**config.mk**
```make
export PLATFORM = sky130hd
export DESIGN_NAME = uart_rx_ctrl
export DESIGN_NICKNAME = d
export VERILOG_FILES = /design/src/rtl/uart_rx_ctrl.sv
export SDC_FILE = /design/constraint.sdc
export NUM_CORES = 1
export LEC_CHECK = 0
export ABC_CLOCK_PERIOD_IN_PS = 1800
export BUFFER_PORTS_ARGS = -buffer_cell sky130_fd_sc_hd__buf_2
export CAP_MARGIN = 20
export CORE_ASPECT_RATIO = 1.1
export CORE_MARGIN = 4
export CORE_UTILIZATION = 25
export CTS_CLUSTER_DIAMETER = 150
export DETAILED_ROUTE_END_ITERATION = 10
export GPL_TIMING_DRIVEN = 0
export PLACE_DENSITY = 0.52
export SLEW_MARGIN = 5
export SYNTH_ARGS = -nofsm -noshare
export SYNTH_HDL_FRONTEND = slang
export SYNTH_SLANG_ARGS = --single-unit
```
**constraint.sdc**
```tcl
create_clock -name clk -period 1.8 [get_ports clk]
set_clock_uncertainty 0.1 [all_clocks]
set_input_delay 0.36 -clock clk [delete_from_list [all_inputs] [get_ports clk]]
set_output_delay 0.36 -clock clk [all_outputs]
set_load 0.01 [all_outputs]
```
**src/rtl/uart_rx_ctrl.sv**
```systemverilog
// UART receive framing controller: synchronises rxd, times mid-bit sampling and strobes the downstream shifter.
// Optional parity checking is compiled in when UART_RX_PARITY_EN is defined.
module uart_rx_ctrl #(
    parameter int CLKS_PER_BIT = 16,
    parameter int DATA_BITS    = 8,
    parameter int PARITY_ODD   = 0
) (
    input  logic clk,
    input  logic rst,
    input  logic rxd,
    output logic shift_en,
    output logic shift_data,
    output logic frame_valid,
    output logic frame_err,
`ifdef UART_RX_PARITY_EN
    output logic busy,
    output logic parity_err
`else
    output logic busy
`endif
);

    localparam int CNT_W = $clog2(CLKS_PER_BIT);
    localparam int IDX_W = $clog2(DATA_BITS + 1);
    localparam logic [CNT_W-1:0] HALF_LAST = CNT_W'(CLKS_PER_BIT / 2 - 1);
    localparam logic [CNT_W-1:0] FULL_LAST = CNT_W'(CLKS_PER_BIT - 1);
    localparam logic [IDX_W-1:0] IDX_LAST  = IDX_W'(DATA_BITS - 1);

    if ((CLKS_PER_BIT < 4) || (CLKS_PER_BIT % 2 != 0)) begin : g_bad_clks_per_bit
        $error("uart_rx_ctrl: CLKS_PER_BIT must be even and >= 4");
    end
    if ((DATA_BITS < 5) || (DATA_BITS > 8)) begin : g_bad_data_bits
        $error("uart_rx_ctrl: DATA_BITS must be in 5..8");
    end
    if ((PARITY_ODD != 0) && (PARITY_ODD != 1)) begin : g_bad_parity_odd
        $error("uart_rx_ctrl: PARITY_ODD must be 0 or 1");
    end

    typedef enum logic [2:0] {
        S_IDLE,
        S_START,
        S_DATA,
`ifdef UART_RX_PARITY_EN
        S_PARITY,
`endif
        S_STOP,
        S_BRK_WAIT
    } state_t;

    state_t           state_q, state_d;
    logic [CNT_W-1:0] bit_cnt_q, bit_cnt_d;
    logic [IDX_W-1:0] data_idx_q, data_idx_d;
    logic             rxd_meta_q;
    logic             rxd_s_q;
    logic             shift_en_q, shift_en_d;
    logic             shift_data_q, shift_data_d;
    logic             frame_valid_q, frame_valid_d;
    logic             frame_err_q, frame_err_d;
    logic             busy_q, busy_d;
`ifdef UART_RX_PARITY_EN
    logic             par_q, par_d;
    logic             par_fail_q, par_fail_d;
    logic             parity_err_q, parity_err_d;
`endif

    logic tick_half;
    logic tick_full;

    assign tick_half = (bit_cnt_q == HALF_LAST);
    assign tick_full = (bit_cnt_q == FULL_LAST);

    always_comb begin
        state_d       = state_q;
        bit_cnt_d     = bit_cnt_q;
        data_idx_d    = data_idx_q;
        shift_en_d    = 1'b0;
        shift_data_d  = shift_data_q;
        frame_valid_d = 1'b0;
        frame_err_d   = 1'b0;
`ifdef UART_RX_PARITY_EN
        par_d         = par_q;
        par_fail_d    = par_fail_q;
        parity_err_d  = 1'b0;
`endif
        case (state_q)
            S_IDLE: begin
                bit_cnt_d  = '0;
                data_idx_d = '0;
`ifdef UART_RX_PARITY_EN
                // Seeding with the sense bit turns the data XOR into the expected parity bit.
                par_d      = (PARITY_ODD != 0);
                par_fail_d = 1'b0;
`endif
                if (!rxd_s_q) begin
                    state_d = S_START;
                end
            end
            S_START: begin
                if (tick_half) begin
                    bit_cnt_d = '0;
                    state_d   = rxd_s_q ? S_IDLE : S_DATA;
                end else begin
                    bit_cnt_d = bit_cnt_q + CNT_W'(1);
                end
            end
            S_DATA: begin
                if (tick_full) begin
                    bit_cnt_d    = '0;
                    shift_en_d   = 1'b1;
                    shift_data_d = rxd_s_q;
                    data_idx_d   = data_idx_q + IDX_W'(1);
`ifdef UART_RX_PARITY_EN
                    par_d        = par_q ^ rxd_s_q;
                    if (data_idx_q == IDX_LAST) begin
                        state_d = S_PARITY;
                    end
`else
                    if (data_idx_q == IDX_LAST) begin
                        state_d = S_STOP;
                    end
`endif
                end else begin
                    bit_cnt_d = bit_cnt_q + CNT_W'(1);
                end
            end
`ifdef UART_RX_PARITY_EN
            S_PARITY: begin
                if (tick_full) begin
                    bit_cnt_d  = '0;
                    par_fail_d = (rxd_s_q != par_q);
                    state_d    = S_STOP;
                end else begin
                    bit_cnt_d = bit_cnt_q + CNT_W'(1);
                end
            end
`endif
            S_STOP: begin
                if (tick_full) begin
                    bit_cnt_d = '0;
                    if (rxd_s_q) begin
`ifdef UART_RX_PARITY_EN
                        parity_err_d  = par_fail_q;
                        frame_valid_d = !par_fail_q;
`else
                        frame_valid_d = 1'b1;
`endif
                        state_d = S_IDLE;
                    end else begin
                        frame_err_d = 1'b1;
                        state_d     = S_BRK_WAIT;
                    end
                end else begin
                    bit_cnt_d = bit_cnt_q + CNT_W'(1);
                end
            end
            S_BRK_WAIT: begin
                // A held-low line must go idle before another start bit is believed.
                bit_cnt_d = '0;
                if (rxd_s_q) begin
                    state_d = S_IDLE;
                end
            end
            default: begin
                state_d   = S_IDLE;
                bit_cnt_d = '0;
            end
        endcase
        busy_d = (state_d != S_IDLE);
    end

    always_ff @(posedge clk) begin
        if (rst) begin
            rxd_meta_q    <= 1'b1;
            rxd_s_q       <= 1'b1;
            state_q       <= S_IDLE;
            bit_cnt_q     <= '0;
            data_idx_q    <= '0;
            shift_en_q    <= 1'b0;
            shift_data_q  <= 1'b0;
            frame_valid_q <= 1'b0;
            frame_err_q   <= 1'b0;
            busy_q        <= 1'b0;
`ifdef UART_RX_PARITY_EN
            par_q         <= 1'b0;
            par_fail_q    <= 1'b0;
            parity_err_q  <= 1'b0;
`endif
        end else begin
            rxd_meta_q    <= rxd;
            rxd_s_q       <= rxd_meta_q;
            state_q       <= state_d;
            bit_cnt_q     <= bit_cnt_d;
            data_idx_q    <= data_idx_d;
            shift_en_q    <= shift_en_d;
            shift_data_q  <= shift_data_d;
            frame_valid_q <= frame_valid_d;
            frame_err_q   <= frame_err_d;
            busy_q        <= busy_d;
`ifdef UART_RX_PARITY_EN
            par_q         <= par_d;
            par_fail_q    <= par_fail_d;
            parity_err_q  <= parity_err_d;
`endif
        end
    end

    assign shift_en    = shift_en_q;
    assign shift_data  = shift_data_q;
    assign frame_valid = frame_valid_q;
    assign frame_err   = frame_err_q;
    assign busy        = busy_q;
`ifdef UART_RX_PARITY_EN
    assign parity_err  = parity_err_q;
`endif

endmodule

```
# After elaboration in Yosys (flattened, before gate mapping)

Index checks and enable logic that the tools add are counted.

Word-level logic and storage cells: 48
Register bits after elaboration: 18
Output and inout port bits: 5
Input port bits: 3

Bitwise logic cells: 3
Mux-type cells: 17
$add $sub $neg: 2
Reduce and logical (&&, ||, !) cells: 8
Equality and inequality tests: 8

Operator list:

| cell                                          | count |
|---|---|
| two-way mux 3 bit                             | 7 |
| one-hot mux 4 bit (2 select lines)            | 2 |
| one-hot mux 3 bit (5 select lines)            | 1 |
| two-way mux 4 bit                             | 3 |
| adder 4 x 1 -> 4 bit, second input constant   | 2 |
| == test 4 x 3 -> 1 bit, second input constant | 2 |
| == test 3 x 2 -> 1 bit, second input constant | 2 |
| == test 4 bit, second input constant          | 1 |
| AND reduction 2 bit                           | 2 |
| OR reduction 2 bit                            | 2 |
| == test 3 x 1 -> 1 bit, second input constant | 1 |
| == test 3 bit, second input constant          | 1 |
| zero test 3 bit                               | 1 |
| two-way mux 1 bit                             | 3 |
| inverter 1 bit                                | 3 |
| nonzero test 3 bit                            | 1 |
| OR reduction 3 bit                            | 1 |
| two-way mux 2 bit                             | 1 |
| inequality test 2 bit, second input constant  | 1 |
| nonzero test 2 bit                            | 1 |

# Logic depth before layout (Yosys ltp)

Gate-level depths: netlist of run 1.

Depth in word-level cells: 5
Depth in mapped cells: 6
Gate-level depth less buffers: 5

# Worst setup path after synthesis of run 1

No wires, ideal clock.

Path type: flip-flop to flip-flop
Start point: register bit_cnt_q[0]
End point: register busy_q (netlist: busy)
Path slack: 53 ps
Period minus slack after synthesis: 1747 ps
Arrival: 1590 ps
Cell stages (with the launch flop): 6
Cell sequence: dfxtp_1 -> ha_1 -> nand3_2 -> or4b_4 -> o32ai_2 -> or3_1

Longest elaborated chain between the ends: 4
Elaborated cells between the ends (all ways): 7
Those cells by class: 2 x eq/ne; 4 x mux; 1 x reduce/logical

RTL lines:

| element                                                 | RTL line     | source |
|---|---|---|
| start: declaration                                      | 51           | `logic [CNT_W-1:0] bit_cnt_q, bit_cnt_d;` |
| start signal: assignment                                | 192          | `bit_cnt_q <= bit_cnt_d;` |
| == test 4 bit or == test 4 x 3 -> 1 bit (tied branches) | 70, 69       |  |
| two-way mux 3 bit, on equally long branches             | 138, 107, 99 |  |
| one-hot mux 3 bit (5 select lines) *                    | 85           | `case (state_q)` |
| nonzero test 3 bit *                                    | 168          | `busy_d = (state_d != S_IDLE);` |
| end signal: assignment                                  | 198          | `busy_q <= busy_d;` |
| end: declaration                                        | 59           | `logic busy_q, busy_d;` |

Every way passes the cells marked *; elsewhere a longest branch is shown, timed or not.
A chain may end at the register's enable or synchronous reset.

# Worst setup path after layout of run 1

Ends and elaborated chain as after synthesis.

==> out/summary.txt, run 1 <==
CP Capture Type: register
I/O Buffers: 7
post-layout min period: 1.72 ns
vias in the first global route: 565
Worst-Skew Late Latency: 0.29 ns
HPWL Detailed: 1000 µm
Hold Crit Class: input port to register
first-pass GRT wire length: 2460 µm
Sink Count: 18
total via count in the routed design: 570
worst-case clock buffer depth: 2
CTS tree: yes
worst path required time: 1.95 ns
Synth Cell Area: 759 µm²
worst slew pin tran: 0.399 ns
post-synth top area share: 47.4%
met2 wire len: 638 µm
Worst slew margin: 73.2%
global route overflow: 0
CP startpoint: bit_cnt_q[0]
Antenna Nets Post-Route: 0
routed length on met3: 57 µm
Layout area overhead: 19.1%
biggest area consumer among synthesized cells: dfxtp_1
leakage: 0.333 nW
die width: 60.6 µm
FP Rows: 20
status: completed
antenna violations before repair: 0
register-to-register setup slack: 0.08 ns
die height: 65.8 µm
FF-to-FF path depth: 5
final hold vios: 0
uppermost routed layer: met3
Inst Count DP: 117
Peak VDD IR: 464 µV
# nets final: 93
worst r2r dst: busy
DR WL/cell: 11.9 µm
drt initial violations: 14
top-count cell post-synth: dfxtp_1
top cells by area, synth: dfxtp_1, nor2_1, xor2_1
maximum fanout along the worst path: 5
clock-pin slew on the worst setup and hold paths: 0.10 ns
cells after synthesis: 77
DRT Pass-1 Iters: 4
CTS Buf Count: 3
Async SR Flop Fraction: 0%
Met1 Wirelength: 715 µm
WP data arrival: 1.86 ns
Critical Path Start Type: register
Placeable Area: 0.00283 mm²
Final Max Tran Viols: 0
Crit Reg-Reg Startpoint: bit_cnt_q[0]
number of synthesized register bits: 18
Synth Area per Inst: 9.86 µm²
dominant synthesized flop cell: dfxtp_1
Total GRT Usage: 8.05%
most frequent cells after synthesis: dfxtp_1, nor2_1, nand2_1
layout cells sized above 1: 29.1%
initial core utilization: 26.9%
PD cells: 702 mW/mm²
I/O pin cnt: 8
Peak Freq: 0.582 GHz
die area: 0.00398 mm²
# setup viols final: 0
syn_nets: 82
ANT cells: 0
largest net degree at the start of global routing: 11
Post-synth EDFFs: 0
Max Cap Viol: 0
Yosys warnings: 0
register area share after synthesis: 47.4%
crit path capture: busy
Design Power: 0.000635 W
Yosys cell types: 35
GP Congestion: 0.747
CP Class: register to register
drc violations: 0
Total Wirelength: 1410 µm
Root Buffer: clkbuf_4
fin crit share: 95.4%
via-per-instance ratio: 4.79
CTS H-tree depth: 1
Finished Layout Cells: 119
[registers in the layout (all words and copies together) (netlist names)]
name and cells:
rxd_meta_q 1, frame_valid 1, bit_cnt_q 4, shift_en 1, state_q 3, busy 1, frame_err 1, data_idx_q 4
shift_data 1, rxd_s_q 1
[cell usage in the layout (no fill, tap or decap), drive strengths merged]
cell and instances:
xor2 3, nor4b 1, nand3b 1, dfxtp 18, buf 9, nand2 4, a211o 1, clkbuf 4
a31o 1, nand3 3, or4b 1, nor2b 1, o211ai 1, ha 2, nand4 1, and3b 1
a21oi 2, mux2 1, o21ai 2, o32ai 1, or2 2, or3 2, inv 1, nor3 3
mux2i 2, nand2b 2, xnor2 1, nor4 2, or4 1, nand4b 1, nor2 10, or3b 1
[how the worst min path moves through the flow]
stage | from | endpoint | slack, ns | cells past startpoint
global placement | rxd_meta_q | rxd_s_q | 0.30 | 1
floorplan | rxd_meta_q | rxd_s_q | 0.29 | 1
CTS | rxd | rxd_meta_q | 0.14 | 2
detailed placement | rxd_meta_q | rxd_s_q | 0.29 | 1
global route | rxd | rxd_meta_q | 0.14 | 2
finish | rxd | rxd_meta_q | 0.15 | 2
[routing by layer]
layer,up-vias,track usage [%]
met5,-,0
met4,0,0.813
met3,0,3.52
met2,9,13.4
met1,268,9.90
li1,293,-
[logic make-up after synthesis]
logic type / after synthesis / share of synthesized area [%]
simple gates: 37 / 28.5
flops: 18 / 47.4
compound gates: 8 / 8.07
buf+inv: 5 / 3.95
xor+xnor: 4 / 4.61
mux: 3 / 4.12
fa+ha+maj: 2 / 3.29
[stage by stage]
stage                     instance area [µm²]  worst slack [ns]  hold slack (ns)  util [%]   TNS, ns
after floorplan                           759            0.0529            0.289         -         0
after global placement                    836           -0.0818            0.296      29.6   -0.0818
after detailed placement                  836           -0.0710            0.293      29.6   -0.0782
after CTS                                 876           0.00205            0.137      31.0         0
after global routing                      905          -0.00739            0.136      32.0  -0.00739
final                                     905            0.0831            0.149      32.0         0
[critical path: stages (launching register included)]
cell and delay (ns):
dfxtp_4 0.38, ha_4 0.17, nand3_4 0.09, or4b_4 0.58, o32ai_4 0.23, or3_1 0.13
[power by group]
group	switching, W	internal (W)	total [W]
Combinational	0.0000172	0.0000139	0.0000312
Clock	0.000120	0.0000778	0.000198
Sequential	0.00000345	0.000402	0.000406
[repair_timing]
| item | 4_1_cts | 5_1_grt |
|---|---|---|
| endpoints found under the hold margin | 0 | 0 |
| endpoints found under the setup margin | 3 | 2 |
| buffers inserted | 0 | 0 |
| gates resized for setup | 4 | 6 |
| hold buffers | 0 | 0 |
| pin swaps | 0 | 3 |
[final cells by class]
class	count	area [µm²]
tap	33	41.3
multi-input combinational	54	414
fill	305	1920
clock buffer	3	22.5
buffer	3	22.5
timing repair buffer	7	35.0
inverter	1	3.75
sequential	18	365
Power figures use the tool's default switching activity.
==> inputs of run 2 (changes only) <==
- ABC_CLOCK_PERIOD_IN_PS: 1800 -> 1400
- clock period: 1.8 -> 1.4 ns (I/O delays scaled with it)
==> out/summary.txt, run 2 (same netlist as run 1, synthesis figures left out) <==
status: complete, but fails checks
failing checks: setup timing
Worst-Skew Late Latency: 0.29 ns
layout cells sized above 1: 40.7%
CTS Hold Bufs: 0
I/O pin cnt: 8
WHS: 0.0636 ns
clock-pin slew on the worst setup and hold paths: 0.10 ns
Final Max Tran Viols: 0
worst-case clock buffer depth: 2
Clk pwr share: 35.5%
Critical Path Start Type: register
leakage: 0.368 nW
DP Area: 867 µm²
HPWL Detailed: 1010 µm
worst path required time: 1.48 ns
Worst slew margin: 71.4%
Antenna Nets Post-Route: 0
first-pass GRT wire length: 2260 µm
Peak VDD IR: 447 µV
drt initial violations: 13
Max Cap Viol: 0
worst slack, placed: -0.304 ns
I/O Buffers: 7
Psw: 0.000185 W
WP data arrival: 1.72 ns
share of power burned in registers: 59.1%
worst slew pin tran: 0.429 ns
Layout area overhead: 28.5%
# setup viols final: 7
die height: 65.8 µm
Sink Count: 18
Comb power frac: 5.4%
die width: 60.6 µm
Final Cell Area: 976 µm²
Pint: 0.000701 W
registers with the most flip-flops: bit_cnt_q: 4 flops, data_idx_q: 4 flops, state_q: 3 flops
largest net degree at the start of global routing: 11
post-layout min period: 1.64 ns
die area: 0.00398 mm²
GR peak layer: met2
register area: 369 µm²
CTS H-tree depth: 1
final hold vios: 0
CTS tree: yes
footprint of the multi-input gates: 430 µm²
most common cell after layout, fill and taps aside: dfxtp_1
RSZ-0062 raised after global routing: true
GP Congestion: 0.794
Root Buffer: clkbuf_4
met2 usage in global routing: 11.1%
fin crit share: 117%
commonest non-fill, non-tap cells in the layout: dfxtp_1, nor2_1, dfxtp_2, buf_2, nand2_1
met1 Track Usage GR: 9.68%
# nets final: 97
Total GRT Usage: 7.78%
maximum fanout along the worst path: 9
FP Rows: 20
Total Wirelength: 1470 µm
initial core utilization: 26.9%
DR WL/cell: 11.9 µm
PD cells: 908 mW/mm²
Switching Share: 20.9%
total via count in the routed design: 595
final worst setup slack: -0.239 ns
antenna violations before repair: 0
DRT Pass-1 Iters: 4
Final TNS setup: -0.808 ns
fillers: 290
CP Capture Type: register
CTS Buf Count: 3
global route overflow: 0
GRT met3 Usage: 3.52%
Hold Crit Class: input port to register
drc violations: 0
vias in the first global route: 496
Peak Freq: 0.610 GHz
ANT cells: 0
Placeable Area: 0.00283 mm²
CP Class: register to register
via-per-instance ratio: 4.80
==> run 2: cell types whose count changed in the layout (fill, tap and decap cells not counted), sizes merged <==
| cell | change |
|---|---|
| clkbuf | +1 |
| buf | +4 |
==> run 2: path summary, 6_finish.rpt <==
kind                   start    endpoint  slack [ns]  cells after the start
hold reg to reg   rxd_meta_q     rxd_s_q        0.32                      1
setup / recovery  state_q[1]        busy       -0.24                      5
hold / removal           rxd  rxd_meta_q        0.06                      2
setup reg to reg  state_q[1]        busy       -0.24                      5
==> run 2: worst max-delay path, cell delays in order, from the launching register on <==
cell and delay (ns):
dfxtp_2 0.33, buf_6 0.13, or3b_4 0.40, a21oi_4 0.16, o32ai_4 0.10, or3_1 0.31
==> run 2: through the flow <==
step | cells | total power, W | util [%]
floorplan | 77 | 0.000561 | -
global placement | 117 | 0.000574 | 30.7
detailed placement | 117 | 0.000574 | 30.7
CTS | 121 | 0.000897 | 32.6
global route | 124 | 0.000938 | 34.5
finish | 124 | 0.000886 | 34.5
==> run 2: layer usage <==
layer | wire length (µm) | part of all wire [%]
met2 | 693 | 47
met1 | 670 | 45
met5 | 0 | 0
met3 | 90 | 6.1
met4 | 20 | 1.4
==> run 2: power groups by stage <==
stage                     clock network (W)  registers, W  logic (W)
final                              0.000315      0.000524  0.0000477
after CTS                          0.000334      0.000524  0.0000388
after floorplan                           0      0.000535  0.0000257
after global placement                    0      0.000535  0.0000388
after detailed placement                  0      0.000535  0.0000388
after global routing               0.000360      0.000525  0.0000531
==> run 2: final cells by class <==
type                            count  share of cell area [%]
Timing Repair Buffer               11                    7.05
Sequential cell                    18                    37.8
Inverter                            1                   0.385
Tap cell                           33                    4.23
Buffer                              3                    2.69
Multi-Input combinational cell     54                    44.1
Clock buffer                        4                    3.72
==> run 2: repair_timing <==
item,in CTS,in global routing
buffers inserted,1,3
pin swaps,4,3
gates resized for setup,5,6
endpoints found under the setup margin,8,10
endpoints found under the hold margin,0,0
